<file path="src/rtl/wide_add_pkg.sv">
// rtl/wide_add_pkg.sv - shared types and sizing helpers for the wide add sequencer
package wide_add_pkg;

    typedef enum logic [1:0] {
        IDLE = 2'd0,
        RUN  = 2'd1,
        DONE = 2'd2
    } state_t;

    // Chunk counter width; a single-chunk build still needs one bit of counter.
    function automatic int idx_width(input int k);
        return (k > 1) ? $clog2(k) : 1;
    endfunction

endpackage

</file>
<file path="src/rtl/adder.sv">
// rtl/adder.sv - N-bit adder with carry in/out, the shared chunk datapath
module adder #(
    parameter int N = 64
) (
    input  logic [N-1:0] i_a,
    input  logic [N-1:0] i_b,
    input  logic         i_carry_in,
    output logic [N-1:0] o_s,
    output logic         o_carry_out
);

    logic [N:0] w_full;

    assign w_full      = {1'b0, i_a} + {1'b0, i_b} + {{N{1'b0}}, i_carry_in};
    assign o_s         = w_full[N-1:0];
    assign o_carry_out = w_full[N];

endmodule

</file>
<file path="src/rtl/wide_add_sequencer.sv">
// rtl/wide_add_sequencer.sv - N*K-bit add done one N-bit chunk per cycle on a shared adder
module wide_add_sequencer
    import wide_add_pkg::*;
#(
    parameter int N = 64,
    parameter int K = 4
) (
    input  logic           i_clk,
    input  logic           i_rst,
    input  logic           i_valid,
    output logic           o_ready,
    input  logic [N*K-1:0] i_a,
    input  logic [N*K-1:0] i_b,
    input  logic           i_carry_in,
    output logic           o_valid,
    input  logic           i_ready,
    output logic [N*K-1:0] o_s,
    output logic           o_carry_out
);

    localparam int             IW       = idx_width(K);
    localparam logic [IW-1:0]  LAST_IDX = IW'(K - 1);

    state_t               r_state;
    state_t               w_next;

    logic [K-1:0][N-1:0]  r_a;
    logic [K-1:0][N-1:0]  r_b;
    logic [K-1:0][N-1:0]  r_s;
    logic                 r_carry;
    logic                 r_carry_out;
    logic [IW-1:0]        r_idx;

    logic                 w_accept;
    logic                 w_release;
    logic                 w_last;
    logic [N-1:0]         w_chunk_s;
    logic                 w_chunk_co;

    assign w_accept  = i_valid && o_ready;
    assign w_release = o_valid && i_ready;
    assign w_last    = (r_idx == LAST_IDX);

    adder #(.N(N)) u_adder (
        .i_a         (r_a[r_idx]),
        .i_b         (r_b[r_idx]),
        .i_carry_in  (r_carry),
        .o_s         (w_chunk_s),
        .o_carry_out (w_chunk_co)
    );

    always_ff @(posedge i_clk) begin
        if (i_rst) begin
            r_state <= IDLE;
        end else begin
            r_state <= w_next;
        end
    end

    always_comb begin
        w_next = r_state;
        case (r_state)
            IDLE:    if (w_accept)  w_next = RUN;
            RUN:     if (w_last)    w_next = DONE;
            DONE:    if (w_release) w_next = IDLE;
            default:                w_next = IDLE;
        endcase
    end

    // Handshake outputs depend only on the state register (and reset for o_ready).
    always_comb begin
        o_ready = 1'b0;
        o_valid = 1'b0;
        case (r_state)
            IDLE:    o_ready = !i_rst;
            DONE:    o_valid = 1'b1;
            default: ;
        endcase
    end

    // Operand capture needs no reset: the copies are only read while in RUN.
    always_ff @(posedge i_clk) begin
        if (!i_rst && r_state == IDLE && w_accept) begin
            r_a <= i_a;
            r_b <= i_b;
        end
    end

    always_ff @(posedge i_clk) begin
        if (i_rst) begin
            r_s         <= '0;
            r_carry     <= 1'b0;
            r_carry_out <= 1'b0;
            r_idx       <= '0;
        end else begin
            case (r_state)
                IDLE: begin
                    if (w_accept) begin
                        r_carry <= i_carry_in;
                        r_idx   <= '0;
                    end
                end
                RUN: begin
                    r_s[r_idx] <= w_chunk_s;
                    r_carry    <= w_chunk_co;
                    if (w_last) begin
                        r_carry_out <= w_chunk_co;
                        r_idx       <= '0;
                    end else begin
                        r_idx <= r_idx + 1'b1;
                    end
                end
                default: ;
            endcase
        end
    end

    assign o_s         = r_s;
    assign o_carry_out = r_carry_out;

endmodule
</file>
<file path="config.mk">
export PLATFORM = sky130hd
export DESIGN_NAME = wide_add_sequencer
export DESIGN_NICKNAME = d
export VERILOG_FILES = /design/src/rtl/wide_add_pkg.sv /design/src/rtl/adder.sv /design/src/rtl/wide_add_sequencer.sv
export SDC_FILE = /design/constraint.sdc
export NUM_CORES = 1
export LEC_CHECK = 0
export ABC_AREA = 1
export BUFFER_PORTS_ARGS = -buffer_cell sky130_fd_sc_hd__buf_2
export CORE_AREA = 2 2 305 307
export CTS_CLUSTER_DIAMETER = 150
export CTS_CLUSTER_SIZE = 40
export DETAILED_ROUTE_END_ITERATION = 10
export DIE_AREA = 0 0 307 309
export GPL_TIMING_DRIVEN = 0
export PLACE_DENSITY = 0.64
export SLEW_MARGIN = 20
export SYNTH_ARGS = -nofsm -noshare
export SYNTH_HDL_FRONTEND = slang
export SYNTH_SLANG_ARGS = --single-unit
</file>
<file path="constraint.sdc">
create_clock -name i_clk -period 17.5 [get_ports i_clk]
set_clock_uncertainty 0.1 [all_clocks]
set_input_delay 4.375 -clock i_clk [delete_from_list [all_inputs] [get_ports i_clk]]
set_output_delay 4.375 -clock i_clk [all_outputs]
set_load 0.01 [all_outputs]
</file>
==> metrics.txt <==
clock sink total a little under 800; PostCTS Resize Cnt 0; CTS tree done; clock buffer count from CTS 23; gr ovfl total 0; Post-CTS Setup Bufs 0; mux cell area share after synthesis 0%; Initial Util 38.3%; Crit Path Class in2out; routed wire length 131,000 um; simple-gate area share of the yosys netlist 15.9%; Die ar. between 90,000 and 100,000 um2; H-tree Lvls 1; WP data arrival 4.92 ns; Post-Layout Cell Count 5,805; CP peak stage delay between 0.2 and 0.25 ns; PortBufs 775; Final ANT Viol Nets 0; gr usage total 26.6%; CP delay by family, top buffers and inverters; post-synth cell types 37; vias per inst ~5.1; worst vdd ir around 0.000078 V; number of instances in the placed design 5,747; initial DRC count ~3,000; initial antenna violation count 28; Synth Area in Adders 2.51%; Static Leak about 20 nW; largest net degree at the start of global routing approximately 120; status finished clean; Vert. Die Dim about 300 um; unrepaired setup endpoints after global routing no; Fmax around 0.11 GHz; number of synthesis warnings 0; vias in the first global route about 28,000; final worst-path cycle share between 50% and 60%; DRC 0; clock transition at the registers of the reported paths around 0.15 ns; area of the mapped netlist between 30,000 and 40,000 um2; Power Total between 4 and 5 mW; standard-cell rows about 110; post-layout min period about 9.4 ns; standard cell core area just over 90,000 um2; final hold violation count 0; HPWL Detailed roughly 110,000 um; final slew viol count 0; Rel. slew slack between 20% and 30%; proportion of layout cells with a drive suffix above 1 around a fifth; RePlAce Congestion around 0.97; crit end category output pin; Mapped Cells roughly 3,800; CTS max path bufs 3; Synth Area in Compound Gates a little over an eighth; max-capacitance violation count 0; critical path cell sequence buf_2 > nor3_1 > buf_2; syn_nets approximately 4,400; Setup Viol. Count Final 0; first-pass GRT wire length roughly 180,000 um; Die W about 300 um; crit path buf inv count 2; wire length per cell between 20 and 25 um; Power Density 105 nW/um2; First-pass DRT Iterations 6; Slowest-stage cell, CP buf_2; Nets 5,172; Worst Setup Start Kind input pin; XOR/XNOR Fraction of Synth Area less than 1%; hold crit path type reg2reg; hold buffers post-CTS 0; Root Driver clkbuf_16; Req. time, crit path roughly 13 ns; largest family of logic cells by synthesized area simple AND/OR/NAND/NOR gates; Vias about 30,000; area delta synth->final 17.7%; Worst Tran Pin Value 1.17 ns; crit path max fanout 5; synthesized area per cell between 9 and 10 um2; IO Pins about 780; number of register bits inferred by synthesis roughly 770; CP most frequent cell buf_2; Clock Latency Late Sink ~0.64 ns; post-synthesis sequential area ratio between 50 and 60%
logic make-up (layout without fill, tap and decap cells):
family	count (synthesis)	after routing
XOR/XNOR	28	28
AND/OR/NAND/NOR	1362	1362
adder cells (fa/ha/maj)	69	69
flip-flops	774	774
other	0	19
buffers and inverters	751	1569
AO/OA/AOI/OAI	798	798
synthesized netlist by cell type (all sizes together):
library cell / count / area [um2]
nand3: 195 / 1000
o21bai: 96 / 721
nor4: 1 / 6.26
o21a: 124 / 931
nor2: 373 / 1430
o21ai: 359 / 1800
a21oi: 62 / 310
nand3b: 1 / 7.51
edfxtp: 512 / 15400
o211ai: 28 / 210
and2: 2 / 13.8
ha: 67 / 838
fa: 2 / 40.0
xnor2: 6 / 52.6
a22o: 1 / 8.76
nand2: 759 / 2890
and3: 1 / 6.26
o22ai: 128 / 801
clkbuf: 119 / 447
xor2: 22 / 223
dfxtp: 262 / 5250
nand4: 13 / 81.3
buf: 45 / 214
inv: 587 / 2200
nor3: 17 / 118
layout by cell type, fill, tap and decap left out, types with 2 or more instances in the layout:
cell type,netlist,routed
o21bai_1,96,96
buf_16,0,4
a21oi_1,62,62
inv_6,0,2
edfxtp_1,512,512
nor2_2,9,9
o22ai_1,128,128
dfxtp_1,262,262
fa_1,2,2
buf_1,11,11
ha_1,67,67
inv_8,0,2
xor2_1,18,18
clkbuf_1,119,131
clkbuf_16,0,23
nand4_1,13,13
xnor2_1,6,6
nor2_1,363,363
nor3_2,2,2
o21ai_0,354,354
inv_1,586,585
o21a_1,124,124
nand2_2,16,16
buf_2,33,808
nor3_1,13,13
nand2_1,743,743
nor3_4,2,2
o21ai_1,5,5
o211ai_1,28,28
nand3_1,190,190
diode_2,0,19
xor2_2,4,4
nand3_2,5,5
final timing paths:
check	slack, ns	to	cells past startpoint	startpoint
worst max-delay path	8.10	o_ready	3	i_rst
worst min-delay path	0.37	o_s[0]	2	o_s[0]
worst max register to register	11.76	o_s[152]	17	r_idx[0]
worst min register to register	0.37	o_s[0]	2	o_s[0]
through the flow:
stage	utilization (%)	area (um2)	hold slack [ns]	setup TNS, ns	setup slack [ns]
after floorplan	-	35000	0.390	0	1.44
after global placement	44.1	40300	0.350	-1056.14	-2.25
after detailed placement	44.3	40500	0.353	0	8.12
after CTS	45.0	41100	0.373	0	8.12
after global routing	45.0	41100	0.393	0	8.02
final	45.0	41200	0.374	0	8.10
report_power, final:
part | leakage, nW | switching [mW] | internal [mW]
sequential | 6.87 | 0.0471 | 2.06
combinational | 12.3 | 1.03 | 0.378
clock | 0.314 | 0.546 | 0.255
cell type report:
type	count	area, um2
well taps	1186	1480
fillers	9037	50200
flip-flops and latches	774	20600
diodes	19	47.5
multi-input cells	2257	11500
repair buffers	779	3990
plain buffers	164	662
clock inverters	3	28.8
inverters	587	2210
clock buffers	36	624
worst min-delay path: cells and delay by family (launching register included):
family,cells,cell delay (ns)
DFF,1,0.34
and+or+nand+nor,1,0.06
AOI/OAI and AO/OA,1,0.05
layer usage:
metal	vias to the layer above	global-route usage (%)	part of all wire, %
met1	14100	35.6	42
met4	18	8.81	3.4
met5	-	0	0.086
met3	202	2.82	6.2
li1	14100	-	-
met2	1253	45.2	48
flip-flops by register name, summed over array words and instances (netlist names):
name	flops
o_carry_out	1
r_b	256
r_state	2
r_carry	1
r_a	256
o_s	256
r_idx	2
(Power assumes the default switching activity.)
